`config.mk`:
```
export PLATFORM = sky130hd
export DESIGN_NAME = regfile_wb_arbiter
export DESIGN_NICKNAME = d
export VERILOG_FILES = /design/src/rtl/regfile_wb_arbiter.sv
export SDC_FILE = /design/constraint.sdc
export NUM_CORES = 1
export LEC_CHECK = 0
export ABC_CLOCK_PERIOD_IN_PS = 3400
export BUFFER_PORTS_ARGS = -buffer_cell sky130_fd_sc_hd__clkbuf_2
export CAP_MARGIN = 20
export CORE_MARGIN = 8
export CORE_UTILIZATION = 49
export CTS_BUF_LIST = sky130_fd_sc_hd__clkbuf_8
export DETAILED_ROUTE_END_ITERATION = 6
export HOLD_SLACK_MARGIN = 0.03
export PLACE_DENSITY = 0.89
export SLEW_MARGIN = 20
export SYNTH_ARGS = -nofsm -noshare
export SYNTH_HDL_FRONTEND = slang
export SYNTH_SLANG_ARGS = --single-unit
```
`constraint.sdc`:
```
create_clock -name clk -period 3.4 [get_ports clk]
set_input_delay 0.17 -clock clk [delete_from_list [all_inputs] [get_ports clk]]
set_output_delay 0.17 -clock clk [all_outputs]
set_load 0.01 [all_outputs]
```
`src/rtl/regfile_wb_arbiter.sv`:
```
// Register file write-port controller.
// Round-robin arbitration of NUM_REQ write-back requesters onto the single
// write port, one registered write stage, and a busy-bit scoreboard used for
// RAW (decode) and WAW (issue) stalls.
// Optional macro WB_BYPASS_EN: adds rs1/rs2 forwarding from the write stage.
module regfile_wb_arbiter #(
    parameter int NUM_REQ = 2,
    parameter int DATA_W  = 64,
    parameter int ADDR_W  = 5
) (
    input  logic                      clk,
    input  logic                      rst,
    input  logic [NUM_REQ-1:0]        req_valid_i,
    input  logic [NUM_REQ*ADDR_W-1:0] req_addr_i,
    input  logic [NUM_REQ*DATA_W-1:0] req_data_i,
    output logic [NUM_REQ-1:0]        req_ready_o,
    output logic                      we_o,
    output logic [ADDR_W-1:0]         waddr_o,
    output logic [DATA_W-1:0]         wdata_o,
    input  logic                      issue_valid_i,
    input  logic [ADDR_W-1:0]         issue_rd_i,
    output logic                      issue_ready_o,
    input  logic [ADDR_W-1:0]         rs1_addr_i,
    input  logic [ADDR_W-1:0]         rs2_addr_i,
    output logic                      rs1_busy_o,
`ifdef WB_BYPASS_EN
    output logic                      rs2_busy_o,
    output logic [DATA_W-1:0]         rs1_fwd_data_o,
    output logic [DATA_W-1:0]         rs2_fwd_data_o
`else
    output logic                      rs2_busy_o
`endif
);

    localparam int NREG  = 1 << ADDR_W;
    localparam int PTR_W = (NUM_REQ > 2) ? 2 : 1;

    logic [PTR_W-1:0]  rr_ptr;
    logic [PTR_W-1:0]  grant_idx;
    logic              grant_any;
    logic [ADDR_W-1:0] sel_addr;
    logic [DATA_W-1:0] sel_data;
    logic [NREG-1:0]   busy;
    logic [NREG-1:0]   busy_next;
    logic              issue_fire;

    // Round-robin search starting at the pointer; first valid requester wins.
    always_comb begin
        int unsigned cand;
        grant_any = 1'b0;
        grant_idx = '0;
        for (int unsigned off = 0; off < unsigned'(NUM_REQ); off++) begin
            cand = unsigned'(32'(rr_ptr)) + off;
            if (cand >= unsigned'(NUM_REQ)) cand = cand - unsigned'(NUM_REQ);
            if (!grant_any && req_valid_i[cand]) begin
                grant_any = 1'b1;
                grant_idx = PTR_W'(cand);
            end
        end
        req_ready_o = grant_any ? (NUM_REQ'(1) << grant_idx) : '0;
        sel_addr    = req_addr_i[int'(grant_idx)*ADDR_W +: ADDR_W];
        sel_data    = req_data_i[int'(grant_idx)*DATA_W +: DATA_W];
    end

    // Pointer moves to the requester after the one just granted.
    always_ff @(posedge clk or posedge rst) begin
        if (rst) begin
            rr_ptr <= '0;
        end else if (grant_any) begin
            rr_ptr <= (grant_idx == PTR_W'(NUM_REQ - 1)) ? '0 : grant_idx + 1'b1;
        end
    end

    // Registered write stage; address 0 handshakes complete without a write.
    always_ff @(posedge clk or posedge rst) begin
        if (rst) begin
            we_o    <= 1'b0;
            waddr_o <= '0;
            wdata_o <= '0;
        end else if (grant_any) begin
            we_o    <= (sel_addr != '0);
            waddr_o <= sel_addr;
            wdata_o <= sel_data;
        end else begin
            we_o    <= 1'b0;
        end
    end

    assign issue_ready_o = ~busy[issue_rd_i];
    assign issue_fire    = issue_valid_i & issue_ready_o;

    // Scoreboard update: clear on write, then set on issue so set wins.
    always_comb begin
        busy_next = busy;
        if (we_o) busy_next[waddr_o] = 1'b0;
        if (issue_fire && (issue_rd_i != '0)) busy_next[issue_rd_i] = 1'b1;
        busy_next[0] = 1'b0;
    end

    // Scoreboard register.
    always_ff @(posedge clk or posedge rst) begin
        if (rst) begin
            busy <= '0;
        end else begin
            busy <= busy_next;
        end
    end

`ifdef WB_BYPASS_EN
    // Source status with forwarding from the write stage.
    always_comb begin
        rs1_busy_o     = busy[rs1_addr_i];
        rs2_busy_o     = busy[rs2_addr_i];
        rs1_fwd_data_o = '0;
        rs2_fwd_data_o = '0;
        if (we_o && (waddr_o == rs1_addr_i) && (rs1_addr_i != '0)) begin
            rs1_busy_o     = 1'b0;
            rs1_fwd_data_o = wdata_o;
        end
        if (we_o && (waddr_o == rs2_addr_i) && (rs2_addr_i != '0)) begin
            rs2_busy_o     = 1'b0;
            rs2_fwd_data_o = wdata_o;
        end
    end
`else
    // Source status straight from the registered busy bits.
    always_comb begin
        rs1_busy_o = busy[rs1_addr_i];
        rs2_busy_o = busy[rs2_addr_i];
    end
`endif

endmodule

```
==> results of run 1 <==
through the flow:
stage	hold WS, ns	setup slack (ns)	power [mW]	std cells	utilization, %
final	0.0890	1.20	3.94	890	69.2
after floorplan	0.255	0.555	2.50	466	-
after global routing	0.0833	1.09	4.12	890	69.2
after global placement	0.371	1.41	2.90	807	60.9
after CTS	0.0680	1.20	3.89	889	69.2
after detailed placement	0.373	1.38	2.99	807	60.9
final cells by class:
type	count	area (um2)
well taps	140	175
diodes	1	2.50
inverters	3	13.8
repair buffers	303	1860
multi-input cells	325	2580
fillers	727	3300
clock buffers	9	124
clock inverters	7	95.1
flip-flops and latches	102	2550
registers in the layout (all words and copies together) (netlist names):
signal	count
wdata_o	64
we_o	1
busy	31
rr_ptr	1
waddr_o	5
routing by layer:
| metal | vias to the layer above | global-route usage, % | wire length, um |
|---|---|---|---|
| li1 | 2344 | - | - |
| met1 | 2655 | 30.0 | 6990 |
| met2 | 423 | 48.0 | 10400 |
| met3 | 94 | 9.30 | 2080 |
| met4 | 0 | 18.3 | 1220 |
| met5 | - | 0 | 0 |
worst paths after layout:
kind / startpoint / end
setup / recovery: busy[31] / issue_ready_o
hold / removal: req_data_i[98] / wdata_o[34]
setup reg to reg: rr_ptr / wdata_o[36]
hold reg to reg: rr_ptr / rr_ptr
max in group asynchronous: rst / busy[15]
min in group asynchronous: rst / wdata_o[12]
repair_timing:
action | in CTS | in global routing
hold buffers | 66 | 0
resized for setup | 0 | 0
setup buffers | 0 | 0
endpoints found under the hold margin | 134 | 0
cells in the final DEF, fill, tap and decap left out, types with 2 or more instances in the layout:
| master | count |
|---|---|
| dfrtp_1 | 102 |
| nor2b_1 | 3 |
| o41ai_1 | 2 |
| and2_1 | 2 |
| inv_1 | 2 |
| nor4b_1 | 2 |
| nor2_1 | 13 |
| clkbuf_2 | 232 |
| a211oi_1 | 3 |
| a22o_1 | 64 |
| o21ai_0 | 61 |
| mux4_2 | 18 |
| nand2b_1 | 3 |
| buf_4 | 5 |
| dlygate4sd3_1 | 66 |
| mux2_2 | 5 |
| nand3_1 | 8 |
| o21ai_2 | 2 |
| or3_1 | 4 |
| nand2_1 | 16 |
| clkbuf_8 | 9 |
| inv_6 | 2 |
| a21o_1 | 64 |
| and3_1 | 2 |
| clkinv_2 | 2 |
| mux2i_1 | 18 |
| nand3b_1 | 10 |
| nor2_4 | 2 |
| nor3_1 | 3 |
| bufinv_16 | 2 |
| o21ai_1 | 2 |
| or3b_2 | 2 |
critical path, delay by kind of cell, from the launching register on:
| kind | cells | cell delay [ns] |
|---|---|---|
| multiplexers | 1 | 0.49 |
| AND/OR/NAND/NOR | 2 | 0.48 |
| flip-flops | 1 | 0.42 |
| buffers and inverters | 1 | 0.19 |
| AO/OA/AOI/OAI | 1 | 0.09 |
synth_stat cells, drive strengths merged, types with 2 or more instances:
cell type / instances
dfrtp: 102
o21ai: 65
a21o: 64
a22o: 64
buf: 22
mux2i: 18
mux4: 18
nand2: 16
nor2: 15
clkbuf: 14
nand3b: 10
nand3: 8
mux2: 5
or3: 5
nor2b: 4
a211oi: 3
inv: 3
nand2b: 3
nor3: 3
and2: 2
and3: 2
nor4: 2
nor4b: 2
o41ai: 2
or3b: 2
power groups by stage:
stage / Sequential (mW) / Clock, mW / Combinational (mW)
after floorplan: 1.74 / 0 / 0.756
after global placement: 1.76 / 0 / 1.14
after detailed placement: 1.79 / 0 / 1.20
after CTS: 1.77 / 0.860 / 1.26
after global routing: 1.82 / 0.910 / 1.39
final: 1.79 / 0.855 / 1.29
cells by family (layout without fill, tap and decap cells):
| group | Yosys count | in the layout | share of synthesized area [%] |
|---|---|---|---|
| AO/OA/AOI/OAI | 208 | 208 | 28.2 |
| flip-flops | 102 | 102 | 48.3 |
| AND/OR/NAND/NOR | 76 | 76 | 7.98 |
| multiplexers | 41 | 41 | 12.1 |
| buffers and inverters | 39 | 322 | 3.36 |
| other | 0 | 1 | 0 |
==> reports/metrics.yaml, run 1 <==
logic_synthesis:
  synth_cell_types: 45
  yosysSeqAreaShare_pct: 48.3
  synthTopCellsByArea: "dfrtp_1, a22o_1, a21o_1"
  syn_area_um2: 5280
  synthCells: 466
  yosysTopAreaCell: "dfrtp_1"
  synth_top_area_share_pct: 48.3
  async_flop_share_pct: 100
  synth_area_per_cell_um2: 11.3
  syn-num-nets: 624
  ys.flop_type: "dfrtp_1"
  yosys_register_bits: 102
  synth-warning-count: 0
  synth_edf_count: 0
detailed_routing:
  viasPerCell: 6.20
  wirelength_um: 20700
  drc: 0
  wl_per_cell_um: 23.2
  dr_total_vias: 5516
  drtIter0Drc: 427
  dr.pass1.iters: 6
  ant_nets: 0
floorplan:
  die_height_um: 120
  core_um2: 10700
  row_count: 38
  chipWidth_um: 120
  dieArea_um2: 14400
  boundaryPins: 233
  start_util_pct: 49.4
layout:
  areaGrowthSynthToFinish_pct: 40.1
  layout.nets: 902
  drive_above_1_share_pct: 38.3
  stdcell_area_um2: 7400
worst_setup_path:
  max_stage_delay_ns: 0.49
  crit_path_cell_trace: "mux4_2 -> nor2b_2 -> a2111oi_0 -> nor4_2 -> clkbuf_2"
  slowest_stage: "mux4_2"
  cp-start-kind: "flop"
  critPathMaxFanout: 4
  cp-end-kind: "primary output"
  crit_required_ns: 3.23
  critPathKind: "flop to primary output"
  reg2reg_depth: 5
  cp.arrival_ns: 2.03
  regToRegSetupSlack_ns: 1.54
place:
  hpwl_um: 13600
  portBuffers: 232
  place_area_um2: 6520
  place_congestion: 0.926
cts:
  cts.clk_slew.worst_paths_ns: 0.11
  numCtsBuffers: 9
  cts_htree_levels: 3
  clock_sinks: 102
  clock_latency_ns: 0.37
  cts_tree: "built"
  clockRootBuffer: "clkbuf_8"
  cts_buffer_depth: 2
pwr:
  power-per-cell-area_nw_per_um2: 532
  p_leak_nw: 3.80
  power.internal_mw: 2.59
  comb_power_share_pct: 32.9
  power.share.clock_pct: 21.7
  power.switching_mw: 1.35
  p_sw_share_pct: 34.2
  vdd_ir_drop_max_uv: 309
  seqPwrFrac_pct: 45.4
global_routing:
  antenna_found_initial: 1
  grt_overflow: 0
  grt_first_pass_wirelength_um: 32100
  grt_use_total_pct: 28.4
  grt_max_degree: 76
  grt_pass1_vias: 5842
timing:
  slew_violations: 0
  tns_ns: 0
  fin_skew_ns: 0.00846
  relSlewSlack_pct: 41.3
  rsz0062_at_grt: "no"
  fmax_mhz: 454
  min_period_ns: 2.20
  report.final.setup_viol: 0
  hold_viol_final: 0
  worst_pin_slew_ns: 0.880
  period_share_pct: 64.8
status:
  status: "complete, no violations"
flow_run:
  cap_violations: 0
worst_hold_path:
  hold_class: "primary input to flop"
  min_path_cells: 3
No activity file was read; power rests on OpenSTA's default activity.
==> run 2, diff against run 1 <==
--- a/config.mk
+++ b/config.mk
@@ -5,15 +5,16 @@
 export SDC_FILE = /design/constraint.sdc
 export NUM_CORES = 1
 export LEC_CHECK = 0
-export ABC_CLOCK_PERIOD_IN_PS = 3400
+export ABC_AREA = 1
+export ABC_CLOCK_PERIOD_IN_PS = 1990
 export BUFFER_PORTS_ARGS = -buffer_cell sky130_fd_sc_hd__clkbuf_2
 export CAP_MARGIN = 20
 export CORE_MARGIN = 8
-export CORE_UTILIZATION = 49
+export CORE_UTILIZATION = 45
 export CTS_BUF_LIST = sky130_fd_sc_hd__clkbuf_8
 export DETAILED_ROUTE_END_ITERATION = 6
 export HOLD_SLACK_MARGIN = 0.03
-export PLACE_DENSITY = 0.89
+export PLACE_DENSITY = 0.86
 export SLEW_MARGIN = 20
 export SYNTH_ARGS = -nofsm -noshare
 export SYNTH_HDL_FRONTEND = slang
==> constraint.sdc (replaced) <==
create_clock -name clk -period 1.99 [get_ports clk]
set_input_delay 0.0995 -clock clk [delete_from_list [all_inputs] [get_ports clk]]
set_output_delay 0.0995 -clock clk [all_outputs]
set_load 0.01 [all_outputs]
==> run 2 against run 1 <==
The flow now finishes with violations (DRC). Cell count grew 42%. Non-clock buffer count rose by 75. Register-to-register slack worse by 1.4 ns. Sequential share of layout area is 3.8 points lower. Critical path type unchanged. Critical endpoint is now req_ready_o[0]. Largest cell class unchanged. Highest routed layer is now met5.
==> reports/metrics.yaml, run 2 <==
detailed_routing:
  dr_total_vias: 7835  # +42%
  dr.pass1.iters: 7  # +1
  viasPerCell: 6.21  # +0.17%
  wl_per_cell_um: 23.7  # +2.2%
  drtIter0Drc: 1342  # +210%
  wirelength_um: 30000  # +45%
  ant_nets: 0  # unchanged
  drc: 158  # +158
logic_synthesis:
  yosys_register_bits: 102  # unchanged
  yosys-top-cells-count: "nand2_1, nand3_1, dfrtp_1"
  yosysMostFrequentCell: "nand2_1"
  synth_cell_types: 25  # -44%
  synth_edf_count: 0  # unchanged
  synth-warning-count: 0  # unchanged
  syn_area_um2: 5430  # +2.8%
  synthTopCellsByArea: "dfrtp_1, nand2_1, nand3_1"
  synth_top_area_share_pct: 47.0  # -1.3 points
  yosysSeqAreaShare_pct: 47.0  # -1.3 points
  async_flop_share_pct: 100  # unchanged
  synthCells: 749  # +61%
  ys.flop_type: "dfrtp_1"
  yosysTopAreaCell: "dfrtp_1"
  synth_area_per_cell_um2: 7.25  # -36%
  syn-num-nets: 907  # +45%
timing:
  fmax_mhz: 507
  period_share_pct: 99.2
  setup_ws_ns: 0.0157  # -1.18 ns
  report.final.setup_viol: 0  # unchanged
  worst_pin_slew_ns: 0.677  # -0.203 ns
  hold_viol_final: 0  # unchanged
  relSlewSlack_pct: 54.7  # +13 points
  slew_violations: 0  # unchanged
  tns_ns: 0  # unchanged
  min_period_ns: 1.97
  fin_skew_ns: 0.0167  # +0.00824 ns
worst_hold_path:
  hold_class: "primary input to flop"
  whs_endpoint: "waddr_o[4]"
  min_path_cells: 3  # unchanged
  worstHoldStart: "req_addr_i[9]"
layout:
  areaGrowthSynthToFinish_pct: 53.1
  layout_commonest_cell: "nand2_1"
  top_register: "wdata_o"
  final_cell_mix: "nand2_1, clkbuf_2, dlygate4sd3_1"
  layout.nets: 1265  # +40%
  drive_above_1_share_pct: 25.9  # -12 points
  regArea_um2: 2550  # unchanged
  reg_top3: "wdata_o: 64 flops, busy: 31 flops, waddr_o: 5 flops"
  fin_cells: 1262  # +42%
  final_util_pct: 69.8  # +0.60 points
  largest_register_ffs: 64  # unchanged
  multi_input_area_um2: 2630  # +1.9%
  fillers: 763  # +5.0%
global_routing:
  grt_use_total_pct: 36.1  # +7.7 points
  antenna_found_initial: 5  # +4
  grt_max_degree: 66  # -13%
  grt_pass1_vias: 7781  # +33%
  grt_first_pass_wirelength_um: 44900  # +40%
  grt_overflow: 0  # unchanged
cts:
  clockRootBuffer: "clkbuf_8"
  cts_htree_levels: 3  # unchanged
  cts_tree: "built"
  cts_buffer_depth: 2  # unchanged
  numCtsBuffers: 9  # unchanged
  cts_setup_buffers: 0  # unchanged
  cts.clk_slew.worst_paths_ns: 0.11  # about the same
  clock_latency_ns: 0.38  # about the same
  clock_sinks: 102  # unchanged
worst_setup_path:
  cp-end-kind: "primary output"
  cp.arrival_ns: 1.87  # -0.16 ns
  cp-start-kind: "flop"
  crit-reg2reg-capture: "busy[30]"
  r2r-start: "busy[19]"
  crit_start: "rr_ptr"
  critPathMaxFanout: 65  # +61
  regToRegSetupSlack_ns: 0.19  # -1.35 ns
  critPathKind: "flop to primary output"
  reg2reg_depth: 11  # +6
  crit_required_ns: 1.89  # -1.34 ns
place:
  place_inst: 1109  # +37%
  hpwl_um: 15000  # +10%
  portBuffers: 232  # unchanged
  place_congestion: 0.963  # +4.0%
  place_ws_ns: 0.128  # -1.25 ns
status:
  status: "finished, violations left"
  violations: "DRC"
floorplan:
  boundaryPins: 233  # unchanged
  core_um2: 11900  # +11%
  chipWidth_um: 126  # +5.0%
  start_util_pct: 45.6  # -3.8 points
  row_count: 40  # +5.3%
  dieArea_um2: 15800  # +10%
  die_height_um: 126  # +5.0%
pwr:
  p_leak_nw: 4.29  # +13%
  vdd_ir_drop_max_uv: 451  # +46%
  power-per-cell-area_nw_per_um2: 825  # +55%
flow_run:
  cap_violations: 0  # unchanged
[run 2: changes by cell type after synthesis, moves of 18 or more]
cell | before | now
a21o_1 | 64 | 0
a22o_1 | 64 | 0
mux4_2 | 18 | 0
nand2_1 | 16 | 324
nand3_1 | 8 | 118
nor2_1 | 15 | 33
[run 2: cells by family after synthesis]
logic type / count (synthesis) / synth area share, %
AO/OA/AOI/OAI: 89 / 9.12
flip-flops: 102 / 47.0
AND/OR/NAND/NOR: 493 / 38.2
multiplexers: 3 / 0.553
buffers and inverters: 62 / 5.12
[run 2: metrics by stage]
stage	area, um2	total power, mW	hold WS [ns]
floorplan	5430	4.11	0.207
global placement	6770	4.90	0.160
finish	8310	6.86	0.0694
CTS	8290	6.48	0.0648
global route	8310	7.14	0.0826
detailed placement	6770	4.98	0.161
[run 2: report_power, final]
group          leakage (nW)  internal, mW  switching, mW  total (mW)
combinational          2.97         0.926           1.40        2.32
clock                 0.104         0.630          0.727        1.36
sequential             1.22          2.57          0.611        3.18
[run 2: worst max-delay path by stage]
stage | endpoint | cells after the start
floorplan | wdata_o[10] | 9
global placement | busy[15] | 13
detailed placement | busy[29] | 13
CTS | req_ready_o[0] | 7
global route | req_ready_o[0] | 7
finish | req_ready_o[0] | 7
[run 2: final cells by class]
class	count	area share [%]
multi-input cells	586	31.6
diodes	5	0.151
inverters	30	1.43
clock buffers	11	1.82
flip-flops and latches	102	30.7
well taps	147	2.21
repair buffers	378	31.6
clock inverters	3	0.452
[run 2: worst max-delay path: stages, from the launching register on]
cell and delay, ns:
dfrtp_1 0.39, inv_1 0.07, nand2_1 0.08, nand2_2 0.18, inv_2 0.12, nor2_4 0.13
buf_12 0.28, clkbuf_2 0.20
[run 2: per-layer routing]
| metal | track usage [%] | wire length (um) | part of all wire (%) | up-vias |
|---|---|---|---|---|
| met4 | 25.5 | 2830 | 9.4 | 2 |
| met3 | 12.3 | 4470 | 15 | 273 |
| met5 | 0 | 13 | 0.043 | - |
| met1 | 40.6 | 9560 | 32 | 3453 |
| met2 | 56.6 | 13100 | 44 | 936 |
| li1 | - | - | - | 3171 |
[run 2: timing repair]
| item | 4_1_cts | 5_1_grt |
|---|---|---|
| endpoints found under the setup margin | 0 | 24 |
| hold buffers | 133 | 0 |
| endpoints found under the hold margin | 88 | 0 |
| resized for setup | 0 | 2 |
==> run 3, diff against run 2 <==
--- a/config.mk
+++ b/config.mk
@@ -5,16 +5,15 @@
 export SDC_FILE = /design/constraint.sdc
 export NUM_CORES = 1
 export LEC_CHECK = 0
-export ABC_AREA = 1
-export ABC_CLOCK_PERIOD_IN_PS = 1990
+export ABC_CLOCK_PERIOD_IN_PS = 2180
 export BUFFER_PORTS_ARGS = -buffer_cell sky130_fd_sc_hd__clkbuf_2
 export CAP_MARGIN = 20
 export CORE_MARGIN = 8
-export CORE_UTILIZATION = 45
+export CORE_UTILIZATION = 49
 export CTS_BUF_LIST = sky130_fd_sc_hd__clkbuf_8
 export DETAILED_ROUTE_END_ITERATION = 6
 export HOLD_SLACK_MARGIN = 0.03
-export PLACE_DENSITY = 0.86
+export PLACE_DENSITY = 0.89
 export SLEW_MARGIN = 20
 export SYNTH_ARGS = -nofsm -noshare
 export SYNTH_HDL_FRONTEND = slang
==> constraint.sdc (replaced) <==
create_clock -name clk -period 2.18 [get_ports clk]
set_input_delay 0.109 -clock clk [delete_from_list [all_inputs] [get_ports clk]]
set_output_delay 0.109 -clock clk [all_outputs]
set_load 0.01 [all_outputs]
==> run 3 against run 2 <==
The run now ends clean. Routed wire length shrank 26%. Register-to-register slack worse by 0.05 ns. Cell count is 27% lower. Worst setup slack improved by 0.040 ns. Flip-flop and latch count did not move. First-iteration DRC count decreased by 55%. Critical path depth down 2. Sequential power fell by 12%. Critical path type unchanged. Critical endpoint is now issue_ready_o. Largest cell class unchanged.
==> reports/metrics.yaml, run 3 (synthesis gave the netlist of run 1 again) <==
worst_setup_path:
  critPathKind: "flop to primary output"
  max_stage_delay_ns: 0.50  # +0.11 ns
  critPathMaxFanout: 4  # -94%
  crit_required_ns: 2.07  # +0.18 ns
  reg2reg_depth: 6  # -5
  slowest_stage: "mux4_2"
  crit_path_cell_trace: "mux4_2 -> mux2i_1 -> nor2_1 -> nor4_2 -> buf_2"
  cp-start-kind: "flop"
  cp.arrival_ns: 2.01  # +0.14 ns
  cp-end-kind: "primary output"
cts:
  clock_sinks: 102  # unchanged
  numCtsBuffers: 9  # unchanged
  clock_latency_ns: 0.38  # about the same
  clockRootBuffer: "clkbuf_8"
  cts.clk_slew.worst_paths_ns: 0.11  # about the same
  cts_buffer_depth: 2  # unchanged
  cts_htree_levels: 3  # unchanged
  cts_setup_buffers: 0  # unchanged
  cts_tree: "built"
floorplan:
  dieArea_um2: 14400  # -9.3%
  start_util_pct: 49.4  # +3.8 points
  die_height_um: 120  # -4.8%
  boundaryPins: 233  # unchanged
  core_um2: 10700  # -10%
  row_count: 38  # -5.0%
  chipWidth_um: 120  # -4.8%
layout:
  drive_above_1_share_pct: 37.3  # +11 points
  largest_register_ffs: 64  # unchanged
  final_util_pct: 71.9  # +2.2 points
  layout_commonest_cell: "clkbuf_2"
  layout.nets: 930  # -26%
  top_register: "wdata_o"
  final_cell_mix: "clkbuf_2, dfrtp_1, dlygate4sd3_1"
  areaGrowthSynthToFinish_pct: 45.7
  reg_top3: "wdata_o: 64 flops, busy: 31 flops, waddr_o: 5 flops"
detailed_routing:
  wl_per_cell_um: 24.0  # +1.3%
  drc: 0  # -100%
  drtIter0Drc: 605  # -55%
  viasPerCell: 6.23  # +0.31%
  ant_nets: 0  # unchanged
  dr_total_vias: 5723  # -27%
  wirelength_um: 22100  # -26%
  dr.pass1.iters: 6  # -1
global_routing:
  grt_use_total_pct: 30.1  # -5.9 points
  antenna_found_initial: 1  # -4
  grt_pass1_vias: 6123  # -21%
  grt_max_degree: 58  # -12%
  grt_overflow: 0  # unchanged
  grt_first_pass_wirelength_um: 33900  # -24%
place:
  hpwl_um: 14000  # -6.6%
  place_congestion: 0.901  # -6.5%
  portBuffers: 232  # unchanged
timing:
  period_share_pct: 97.4
  fmax_mhz: 471
  rsz0062_at_grt: "no"
  worst_pin_slew_ns: 0.741  # +0.0638 ns
  report.final.setup_viol: 0  # unchanged
  relSlewSlack_pct: 50.5  # -4.2 points
  fin_skew_ns: 0.0188  # +0.00214 ns
  tns_ns: 0  # unchanged
  slew_violations: 0  # unchanged
  hold_viol_final: 0  # unchanged
  min_period_ns: 2.12
worst_hold_path:
  hold_class: "primary input to flop"
  min_path_cells: 3  # unchanged
flow_run:
  cap_violations: 0  # unchanged
pwr:
  vdd_ir_drop_max_uv: 541  # +20%
  power-per-cell-area_nw_per_um2: 812  # -1.5%
  p_leak_nw: 3.94  # -8.3%
status:
  status: "complete, no violations"
[run 3: cell count changes in the layout (fill, tap and decap cells not counted), sizes merged, moves of 18 or more]
cell	change
nor2	-23
dlygate4sd3	-44
mux4	+18
nand3	-110
a21o	+64
inv	-26
nand2	-309
a22o	+64
[run 3: stage by stage]
| stage | instance area (um2) | worst slack (ns) | std cells | total power, mW | hold WS, ns |
|---|---|---|---|---|---|
| 2_1_floorplan | 5290 | 0.651 | 466 | 3.90 | 0.194 |
| 3_3_place_gp | 6580 | 0.434 | 812 | 4.55 | 0.244 |
| 3_5_place_dp | 6580 | 0.319 | 812 | 4.69 | 0.264 |
| 4_1_cts | 7660 | 0.0305 | 914 | 6.12 | 0.0306 |
| 5_1_grt | 7690 | 0.0129 | 918 | 6.54 | 0.0304 |
| 6_report | 7700 | 0.0562 | 919 | 6.25 | 0.0320 |
[run 3: cell type report]
type / count / area (um2)
antenna: 2 / 5.00
clock buffer: 9 / 124
clock inverter: 7 / 88.8
fill: 682 / 3000
inverter: 3 / 15.0
multi-input combinational: 325 / 2580
sequential: 102 / 2550
tap: 140 / 175
timing repair buffer: 331 / 2160
[run 3: layer usage]
layer / track usage (%) / routed length (um) / vias up
met5: 0 / 0 / -
met2: 50.8 / 10900 / 456
li1: - / - / 2396
met1: 33.2 / 7350 / 2748
met4: 19.2 / 1530 / 0
met3: 8.22 / 2290 / 123
[run 3: power breakdown]
group | total [mW] | switching [mW] | internal [mW]
Clock | 1.31 | 0.667 | 0.641
Combinational | 2.14 | 1.02 | 1.12
Sequential | 2.80 | 0.457 | 2.34
Total | 6.25 | 2.15 | 4.10
[run 3: timing repair]
item,in CTS,in global routing
gates resized for setup,0,2
endpoints found under the hold margin,96,3
hold buffers,86,3
endpoints found under the setup margin,0,8
[run 3: worst max-delay path: cells and delay by family (launching register included)]
kind | cells | cell delay (ns)
buffers and inverters | 1 | 0.19
DFF | 1 | 0.43
muxes | 2 | 0.65
and+or+nand+nor | 2 | 0.38
[run 3: path summary, 6_finish.rpt]
kind / startpoint / end / slack, ns
worst max-delay path: busy[11] / issue_ready_o / 0.06
worst min-delay path: req_data_i[107] / wdata_o[43] / 0.03
worst max register to register: rr_ptr / wdata_o[11] / 0.14
worst min register to register: rr_ptr / rr_ptr / 0.51
max in group asynchronous: rst / wdata_o[38] / 1.09
min in group asynchronous: rst / busy[7] / 0.40
